--- src/rtl/stim_player.sv ---
// ----------------------------------------------------------------------------
// StimPlayer -- pattern-memory stimulus player
//
// Holds a small pattern memory that can be written at any time and plays its
// entries out, one per clock, as a stimulus stream. Three playback modes:
//   ONESHOT (mode 00, also 11) : play entries 0..last once, then pulse done.
//   LOOP    (mode 01)          : replay 0..last forever, counting passes.
//   STEP    (mode 10)          : advance one entry per cycle with step=1.
//
// Ports
//   clock      : single clock, all state changes on the rising edge
//   reset      : asynchronous active-low reset (memory contents survive it)
//   wr_en      : pattern-memory write strobe
//   wr_addr    : pattern-memory write address
//   wr_data    : pattern-memory write data
//   start      : begin playback from IDLE (level tolerated)
//   stop       : abort playback; also blocks a start in the same cycle
//   mode       : playback mode, captured on the accepted start
//   last_addr  : index of the final entry, captured and clamped on start
//   step       : advance request, only meaningful in STEP mode
//   stim       : current stimulus word
//   stim_valid : stim holds an entry that is being played
//   pc         : index of the entry currently on stim
//   wrap_cnt   : completed LOOP passes, saturating at 255
//   done       : one-cycle pulse when playback completes normally
//   busy       : high whenever the player is not IDLE
// ----------------------------------------------------------------------------
module stim_player #(
    parameter  int DATA_W = 2,
    parameter  int DEPTH  = 16,
    localparam int AW     = (DEPTH > 1) ? $clog2(DEPTH) : 1
) (
    input  logic              clock,
    input  logic              reset,
    input  logic              wr_en,
    input  logic [AW-1:0]     wr_addr,
    input  logic [DATA_W-1:0] wr_data,
    input  logic              start,
    input  logic              stop,
    input  logic [1:0]        mode,
    input  logic [AW-1:0]     last_addr,
    input  logic              step,
    output logic [DATA_W-1:0] stim,
    output logic              stim_valid,
    output logic [AW-1:0]     pc,
    output logic [7:0]        wrap_cnt,
    output logic              done,
    output logic              busy
);

    typedef enum logic [1:0] {
        IDLE      = 2'd0,
        PLAY      = 2'd1,
        STEP_WAIT = 2'd2
    } state_t;

    localparam logic [1:0]    MODE_LOOP = 2'b01;
    localparam logic [1:0]    MODE_STEP = 2'b10;
    localparam logic [AW-1:0] MAX_ADDR  = AW'(DEPTH - 1);

    // Pattern memory; deliberately left out of the reset domain.
    logic [DATA_W-1:0] mem [DEPTH];

    state_t            state_q, state_d;
    logic [DATA_W-1:0] stim_q, stim_d;
    logic              valid_q, valid_d;
    logic [AW-1:0]     pc_q, pc_d;
    logic [7:0]        wrap_q, wrap_d;
    logic              done_q, done_d;
    logic              loopMode_q, loopMode_d;
    logic [AW-1:0]     last_q, last_d;

    logic [AW-1:0]     pcNext;
    logic [AW-1:0]     lastClamped;

    assign pcNext = pc_q + AW'(1);

    // An out-of-range final index is pulled back to the top entry so the
    // player never fetches past the end of the memory.
    assign lastClamped = (last_addr > MAX_ADDR) ? MAX_ADDR : last_addr;

    // Memory writes land on the clock edge with non-blocking semantics, so a
    // fetch of the same address on the same edge still sees the old word.
    always_ff @(posedge clock) begin
        if (wr_en && (int'(wr_addr) < DEPTH)) begin
            mem[wr_addr] <= wr_data;
        end
    end

    // State and output registers.
    always_ff @(posedge clock or negedge reset) begin
        if (!reset) begin
            state_q    <= IDLE;
            stim_q     <= '0;
            valid_q    <= 1'b0;
            pc_q       <= '0;
            wrap_q     <= '0;
            done_q     <= 1'b0;
            loopMode_q <= 1'b0;
            last_q     <= '0;
        end else begin
            state_q    <= state_d;
            stim_q     <= stim_d;
            valid_q    <= valid_d;
            pc_q       <= pc_d;
            wrap_q     <= wrap_d;
            done_q     <= done_d;
            loopMode_q <= loopMode_d;
            last_q     <= last_d;
        end
    end

    // Next-state logic. Everything holds by default; done is a pulse and
    // therefore defaults low. stop always wins over start, step and the
    // normal end of playback, and an abort never produces a done pulse.
    always_comb begin
        state_d    = state_q;
        stim_d     = stim_q;
        valid_d    = valid_q;
        pc_d       = pc_q;
        wrap_d     = wrap_q;
        done_d     = 1'b0;
        loopMode_d = loopMode_q;
        last_d     = last_q;

        unique case (state_q)
            IDLE: begin
                if (start && !stop) begin
                    loopMode_d = (mode == MODE_LOOP);
                    last_d     = lastClamped;
                    pc_d       = '0;
                    stim_d     = mem[0];
                    valid_d    = 1'b1;
                    wrap_d     = '0;
                    state_d    = (mode == MODE_STEP) ? STEP_WAIT : PLAY;
                end
            end

            PLAY: begin
                if (stop) begin
                    state_d = IDLE;
                    valid_d = 1'b0;
                end else if (pc_q < last_q) begin
                    pc_d   = pcNext;
                    stim_d = mem[pcNext];
                end else if (loopMode_q) begin
                    pc_d   = '0;
                    stim_d = mem[0];
                    if (wrap_q != 8'hFF) begin
                        wrap_d = wrap_q + 8'd1;
                    end
                end else begin
                    state_d = IDLE;
                    valid_d = 1'b0;
                    done_d  = 1'b1;
                end
            end

            STEP_WAIT: begin
                if (stop) begin
                    state_d = IDLE;
                    valid_d = 1'b0;
                end else if (step) begin
                    if (pc_q < last_q) begin
                        pc_d   = pcNext;
                        stim_d = mem[pcNext];
                    end else begin
                        state_d = IDLE;
                        valid_d = 1'b0;
                        done_d  = 1'b1;
                    end
                end
            end

            default: begin
                state_d = IDLE;
                valid_d = 1'b0;
            end
        endcase
    end

    assign stim       = stim_q;
    assign stim_valid = valid_q;
    assign pc         = pc_q;
    assign wrap_cnt   = wrap_q;
    assign done       = done_q;
    assign busy       = (state_q != IDLE);

endmodule

--- config.mk ---
export PLATFORM = sky130hd
export DESIGN_NAME = stim_player
export DESIGN_NICKNAME = d
export VERILOG_FILES = /design/src/rtl/stim_player.sv
export SDC_FILE = /design/constraint.sdc
export NUM_CORES = 1
export LEC_CHECK = 0
export BUFFER_PORTS_ARGS = -buffer_cell sky130_fd_sc_hd__buf_4
export CAP_MARGIN = 20
export CORE_MARGIN = 4
export CORE_UTILIZATION = 25
export CTS_BUF_LIST = sky130_fd_sc_hd__clkbuf_16
export DETAILED_ROUTE_END_ITERATION = 16
export GPL_ROUTABILITY_DRIVEN = 0
export SETUP_SLACK_MARGIN = 0.5
export SYNTH_ARGS = -nofsm -noshare
export SYNTH_HDL_FRONTEND = slang
export SYNTH_SLANG_ARGS = --single-unit
export TNS_END_PERCENT = 1
--- constraint.sdc ---
create_clock -name clock -period 2.65 [get_ports clock]
set_input_delay 0.265 -clock clock [delete_from_list [all_inputs] [get_ports clock]]
set_output_delay 0.265 -clock clock [all_outputs]
set_load 0.01 [all_outputs]
==> impl_results.md, run 1 <==
* Run status: finished clean
* Max_cap viols at 0
* Hold Violations, Final at 0
* Unique masters post-synth at 47
* Post-Syn Area at around 2800 µm²
* RSZ-0062 raised after global routing: yes
* Net Sw Frac at approximately a third
* Buffers from clock root to sink, at most at 2
* Root cell of the clock tree: clkbuf_16
* Total global routing overflow at 0
* Initial Util at 25.6%
* Antenna cells at 0
* Switching component of the power at 0.000989 W
* Cells after DPL at 406
* Finished Cell Area at 3430 µm²
* Part of the total power dissipated in sequential elements at between 30 and 40%
* Part of the Yosys area used for sequential elements at 55.1%
* Minimum setup slack in the final design at 0.443 ns
* FILL cells at 1101
* Worst Path Class, Setup: flip-flop to flip-flop
* Ys flop type: edfxtp_1
* DR pass1 iterations at 4
* Sequential cell area at 1540 µm²
* I/O pin total at 35
* Number of rows created at floorplan at 38
* Crit-path max FO at 9
* Nets in the synthesized netlist at approximately 260
* Post-place instance area at 3200 µm²
* Peak supply drop at 0.000328 V
* Total power per unit cell area at a little over 800 nW/µm²
* Final routed wire length divided by cell count at 14.4 µm
* Class of the tightest hold or removal check: input port to flip-flop
* Net count reported at finish at 302
* Worst slew margin relative to its limit at between 60% and 70%
* Mean Syn Cell Area at 11.8 µm²
* Number of H-tree branching levels at 2
* Pin count of the biggest net entering global routing at 24
* Sort of element at the end of the critical path: flip-flop
* WP data arrival at 2.39 ns
* Final-layout setup total negative slack at 0 ns
* Worst slack after detailed placement at 0.182 ns
* Standard cell core area at 10900 µm²
* Fmax at 453 MHz
* Number of global-route vias before repair at 2020
* Final instance count without filler cells at 416
* Initial antenna violation count at 0
* Area Growth Syn to Fin at 23.2%
* Overall die height at about 110 µm
* WL final at 5990 µm
* Internal portion of total power at 0.00185 W
* Source-to-sink clock delay at the later pin of the worst-skew pair at 0.29 ns
* CTS Buf Count at 5
* Clock slew at the register clock pins of the worst setup and hold paths at 0.07 ns
* Remaining design rule violation count at 0
* Share of cells above drive strength 1 at 23.9%
* Area of combinational cells with multiple inputs at 1210 µm²
* First-pass GRT wire length at roughly 9900 µm
* Number of sinks handled by clock tree synthesis at 55
* Count of warnings emitted by yosys at 0
* Width of the chip at 114 µm
* Number of port buffers at 34
* Setup-violating endpoint count in the final report at 0
* Worst EP required at 2.83 ns
* Total track usage at a little under a tenth
* Number of antenna-violating nets in the routed design at 0
* Number of enable-type register cells in the synthesized netlist at 32
* Vias at 1963
* Fin Clk Skew at 0.00484 ns
* First DRT Iteration DRCs at 79
* Flop and latch count out of synthesis at 55
* Clock tree from TritonCTS: built
* Hold Slack at 0.166 ns
* Tmin final at 2.21 ns
* Count of final max-slew check failures at 0
* Clock power frac at 23.5%
* Post-synthesis cell count at 236
* Combinational fraction of design power at 37.9%
* HPWL after DPL at 4320 µm
* Die footprint at 12900 µm²
* Setup crit start kind: flip-flop
* Async set-reset flop share out of synthesis at roughly two fifths
* Leading cell types in the layout, fill and taps excluded: buf_4, edfxtp_1, nand2_1, mux2i_1, dfrtp_1
* Final period util at 83.3%
* Per-cell via count in the routed design at about 4.7
* Transition time at the pin with the least slew margin at roughly 0.54 ns
* Commonest non-fill, non-tap cell in the layout: buf_4
* Leakage power figure at ~1.3 nW
==> cell usage after synthesis (3+ instances only) <==
cell type	number	area share, %
dfrtp_1	23	21
nand2_1	21	2.8
ha_1	9	4.0
a21oi_1	3	0.54
nand2b_1	8	1.8
o31ai_1	4	1.1
nand4_1	4	0.90
nor2_1	17	2.3
mux4_2	4	3.2
nor2b_1	3	0.67
nor3_1	7	1.3
mux2i_1	21	7.5
inv_1	15	2.0
o311ai_1	4	1.3
edfxtp_1	32	34
o21ai_0	13	2.3
clkbuf_1	4	0.54
nand3_1	8	1.4
==> power by group through the flow <==
stage	Clock (W)	Combinational (W)	Sequential, W
floorplan	0	0.000704	0.00110
global placement	0	0.000946	0.00111
detailed placement	0	0.000964	0.00111
CTS	0.000677	0.000981	0.00109
global route	0.000733	0.00117	0.00111
finish	0.000667	0.00107	0.00109
==> critical path, cell delays in order (launching register included) <==
cell and delay (ns):
dfrtp_2 0.45, ha_1 0.34, o21a_1 0.14, nor2_2 0.09
or4_4 0.60, and3_1 0.21, a221o_1 0.26
==> path summary, 6_finish.rpt <==
check	from	endpoint	slack, ns	cells past startpoint
max	pc[2]$_DFFE_PN0P_	wrap_cnt[1]$_DFFE_PN0P_	0.44	6
min	last_addr[0]	last_q[0]$_DFFE_PN0P_	0.17	3
max reg2reg	pc[2]$_DFFE_PN0P_	wrap_cnt[1]$_DFFE_PN0P_	0.44	6
min reg2reg	stim[1]$_DFFE_PN0P_	stim[1]$_DFFE_PN0P_	0.53	2
max in group asynchronous	reset	pc[1]$_DFFE_PN0P_	1.98	2
min in group asynchronous	reset	stim_valid$_DFFE_PN0P_	0.41	2
==> kinds of logic after synthesis <==
| kind of cell | synth area share (%) |
|---|---|
| AO/OA/AOI/OAI | 11.1 |
| XOR/XNOR | 0.943 |
| adder cells (fa/ha/maj) | 4.04 |
| buffers and inverters | 3.59 |
| flip-flops | 55.1 |
| multiplexers | 10.8 |
| AND/OR/NAND/NOR | 14.5 |
==> per-layer routing <==
| layer | GRT usage (%) | up-vias | wire length (µm) |
|---|---|---|---|
| met5 | 0 | - | 0 |
| met4 | 1.44 | 0 | 36 |
| met3 | 3.13 | 7 | 278 |
| met2 | 16.5 | 40 | 3140 |
| met1 | 11.8 | 961 | 2540 |
| li1 | - | 955 | - |
==> state kept, by name, indices dropped and copies added, names as in the netlist <==
register / count
mem: 32
loopMode_q: 1
stim_valid: 1
wrap_cnt: 8
last_q: 4
done: 1
stim: 2
pc: 4
state_q: 2
==> layout make-up <==
class	instances	area share (%)
Tap cell	140	5.10
Multi-Input combinational cell	158	35.2
Clock inverter	3	0.692
Inverter	15	1.64
Clock buffer	5	3.64
Timing Repair Buffer	40	8.93
Sequential cell	55	44.8
==> stage by stage <==
step | power [W] | utilization, %
2_1_floorplan | 0.00180 | -
3_3_place_gp | 0.00205 | 29.4
3_5_place_dp | 0.00207 | 29.4
4_1_cts | 0.00275 | 30.9
5_1_grt | 0.00301 | 31.5
6_report | 0.00284 | 31.5
==> timing repair <==
action	CTS	global route
endpoints found under the hold margin	23	0
buffers inserted	0	1
pin swaps	0	1
gates resized for setup	1	13
hold buffers	1	0
endpoints found under the setup margin	12	16
(Power assumes the default switching activity.)
==> run 2, diff against run 1 <==
clock period = 2.1 ns   (was 2.65 ns; I/O delays follow)
==> run 2 against run 1 <==
Sequential cell count unchanged. Sequential power up 24%. Highest routed layer unchanged. Critical path type unchanged. Count of clock-buffer cells in the layout unchanged. Final area up 10%. Fmax up 9.6%.
==> impl_results.md, run 2 (same netlist as run 1, synthesis figures left out) <==
* Depth of the worst hold-timing path at 3 (unchanged)
* CTS Buf Count at 5 (unchanged)
* Leakage power figure at 1.50 nW (+14%)
* Tmin final at 2.01 ns (-0.193 ns)
* Final routed wire length divided by cell count at 14.0 µm (-3.0%)
* Fin Clk Skew at 0.00578 ns (+0.000936 ns)
* First-pass GRT wire length at 9760 µm (-0.98%)
* DR pass1 iterations at 4 (unchanged)
* Worst slack after detailed placement at -0.0667 ns (-0.249 ns)
* Setup crit start kind: flip-flop
* Number of antenna-violating nets in the routed design at 0 (unchanged)
* Clock tree from TritonCTS: built
* Vias at 2060 (+4.9%)
* Initial Util at 25.6% (unchanged)
* Share of cells above drive strength 1 at 36.5% (+13 points)
* Number of port buffers at 34 (unchanged)
* Critical R2R Capture: wrap_cnt[1]$_DFFE_PN0P_
* Crit-path max FO at 5 (-4)
* Total global routing overflow at 0 (unchanged)
* Net Sw Frac at 34.1% (-0.77 points)
* Worst EP required at 2.28 ns (-0.55 ns)
* Worst path cell trace: ha_4, o21a_1, nor2_2, or4_4, and3_4, a221o_1
* Combinational fraction of design power at 45.5% (+7.6 points)
* Max_cap viols at 0 (unchanged)
* Peak supply drop at 0.000447 V (+36%)
* Remaining design rule violation count at 0 (unchanged)
* Standard cell core area at 10900 µm² (unchanged)
* Number of global-route vias before repair at 1953 (-3.3%)
* Power, Total at 0.00401 W (+41%)
* Root cell of the clock tree: clkbuf_16
* Slowest CP cell: or4_4
* I/O pin total at 35 (unchanged)
* Depth of the worst register-to-register path at 6 (unchanged)
* Final period util at 95.9% (+13 points)
* Per-cell via count in the routed design at 4.64 (-1.7%)
* Transition time at the pin with the least slew margin at 0.473 ns (-0.0710 ns)
* Net count reported at finish at 330 (+9.3%)
* WP data arrival at 2.19 ns (-0.20 ns)
* Flip-flop count of the largest register, all copies and words added at 32 (unchanged)
* Commonest non-fill, non-tap cell in the layout: buf_4
* Source of the worst hold timing path: last_addr[0]
* Overall die height at 114 µm (unchanged)
* Antenna cells at 0 (unchanged)
* Clock slew at the register clock pins of the worst setup and hold paths at 0.07 ns (about the same)
* Buffers from clock root to sink, at most at 2 (unchanged)
* WL final at 6210 µm (+3.6%)
* HPWL after DPL at 4560 µm (+5.5%)
* Die footprint at 12900 µm² (unchanged)
* First DRT Iteration DRCs at 84 (+6.3%)
* Internal portion of total power at 0.00264 W (+43%)
* Source-to-sink clock delay at the later pin of the worst-skew pair at 0.29 ns (about the same)
* Launch point of the worst reg-to-reg path: pc[3]$_DFFE_PN0P_
* Setup-violating endpoint count in the final report at 0 (unchanged)
* Part of the total power dissipated in sequential elements at 33.7% (-4.8 points)
* Count of final max-slew check failures at 0 (unchanged)
* Final instance count without filler cells at 444 (+6.7%)
* Clock power frac at 20.8% (-2.7 points)
* Number of rows created at floorplan at 38 (unchanged)
* Switching component of the power at 0.00137 W (+38%)
* Start point of the critical path: pc[3]$_DFFE_PN0P_
* Slowest stage delay, CP at 0.58 ns (-0.02 ns)
* Capture endpoint of the worst hold path: last_q[0]$_DFFE_PN0P_
* Top reg by flops: mem
* Worst Path Class, Setup: flip-flop to flip-flop
* Initial antenna violation count at 0 (unchanged)
* Reg2Reg Setup Slack at 0.09 ns (-0.36 ns)
* Cells after DPL at 427 (+5.2%)
* Fmax at 497 MHz (+9.6%)
* Class of the tightest hold or removal check: input port to flip-flop
* Minimum setup slack in the final design at 0.0865 ns (-0.357 ns)
* RSZ-0062 raised after global routing: yes
* Pin count of the biggest net entering global routing at 24 (unchanged)
* Width of the chip at 114 µm (unchanged)
* Hold Violations, Final at 0 (unchanged)
* Run status: finished clean
* Worst slew margin relative to its limit at 68.2% (+4.6 points)
* Sort of element at the end of the critical path: flip-flop
* FILL cells at 1068 (-3.0%)
* Leading cell types in the layout, fill and taps excluded: buf_4, edfxtp_1, nand2_1
* Total track usage at 9.51% (-0.026 points)
* Area Growth Syn to Fin at 36.1%
* Number of sinks handled by clock tree synthesis at 55 (unchanged)
* Total power per unit cell area at 1060 nW/µm² (+28%)
* Number of H-tree branching levels at 2 (unchanged)
-- run 2: changes by cell type in the layout (fill, tap and decap cells not counted), moves of 3 or more --
cell	before	now
buf_4	38	64
ha_1	7	4
ha_4	1	4
o21ai_0	13	10
o21ai_1	0	3
o311ai_1	4	1
-- run 2: worst max path at each step --
| stage | end | slack, ns |
|---|---|---|
| final | wrap_cnt[1]$_DFFE_PN0P_ | 0.09 |
| after global routing | stim[1]$_DFFE_PN0P_ | -0.0006 |
| after CTS | wrap_cnt[1]$_DFFE_PN0P_ | 0.08 |
| after detailed placement | wrap_cnt[1]$_DFFE_PN0P_ | -0.07 |
| after global placement | wrap_cnt[1]$_DFFE_PN0P_ | -0.03 |
| after floorplan | wrap_cnt[1]$_DFFE_PN0P_ | 0.005 |
-- run 2: layout make-up --
| cell class | instances | area (µm²) | area share, % |
|---|---|---|---|
| clock buffer | 5 | 125 | 3.30 |
| clock inverter | 3 | 21.3 | 0.561 |
| timing repair buffer | 67 | 515 | 13.6 |
| tap | 140 | 175 | 4.62 |
| inverter | 15 | 56.3 | 1.48 |
| multi-input combinational | 159 | 1360 | 35.8 |
| sequential | 55 | 1540 | 40.6 |
-- run 2: power by group through the flow --
stage                     Sequential (W)  Combinational, W  Clock [W]
after global routing             0.00137           0.00198   0.000898
after CTS                        0.00135           0.00162   0.000854
after global placement           0.00136           0.00151          0
final                            0.00135           0.00182   0.000835
after detailed placement         0.00137           0.00152          0
after floorplan                  0.00138          0.000908          0
-- run 2: critical path, delay by kind of cell (launching register included) --
kind / cells / cell delay, ns
simple gates: 3 / 0.83
fa+ha+maj: 1 / 0.27
flops: 1 / 0.42
compound gates: 2 / 0.38
-- run 2: metrics by stage --
step	TNS [ns]	util, %	hold WS [ns]	area, µm²
finish	0	34.9	0.131	3790
global route	-0.000566	34.9	0.138	3790
CTS	0	33.3	0.129	3630
detailed placement	-0.0914	31.2	0.127	3400
global placement	-0.0255	31.2	0.125	3400
floorplan	0	-	-0.0856	2820
-- run 2: what timing repair did --
item | 4_1_cts | 5_1_grt
pin swaps | 1 | 4
endpoints found under the hold margin | 23 | 0
setup buffers | 2 | 4
setup endpoints to repair | 17 | 22
hold buffers | 1 | 0
cloned | 0 | 2
resized for setup | 8 | 26
-- run 2: routing by layer --
layer  GRT usage, %  part of all wire (%)  wire length [µm]
met1           12.3                    46              2860
met2           16.0                    49              3010
met3           2.28                   4.4               274
met4           2.40                  0.93                58
met5              0                     0                 0
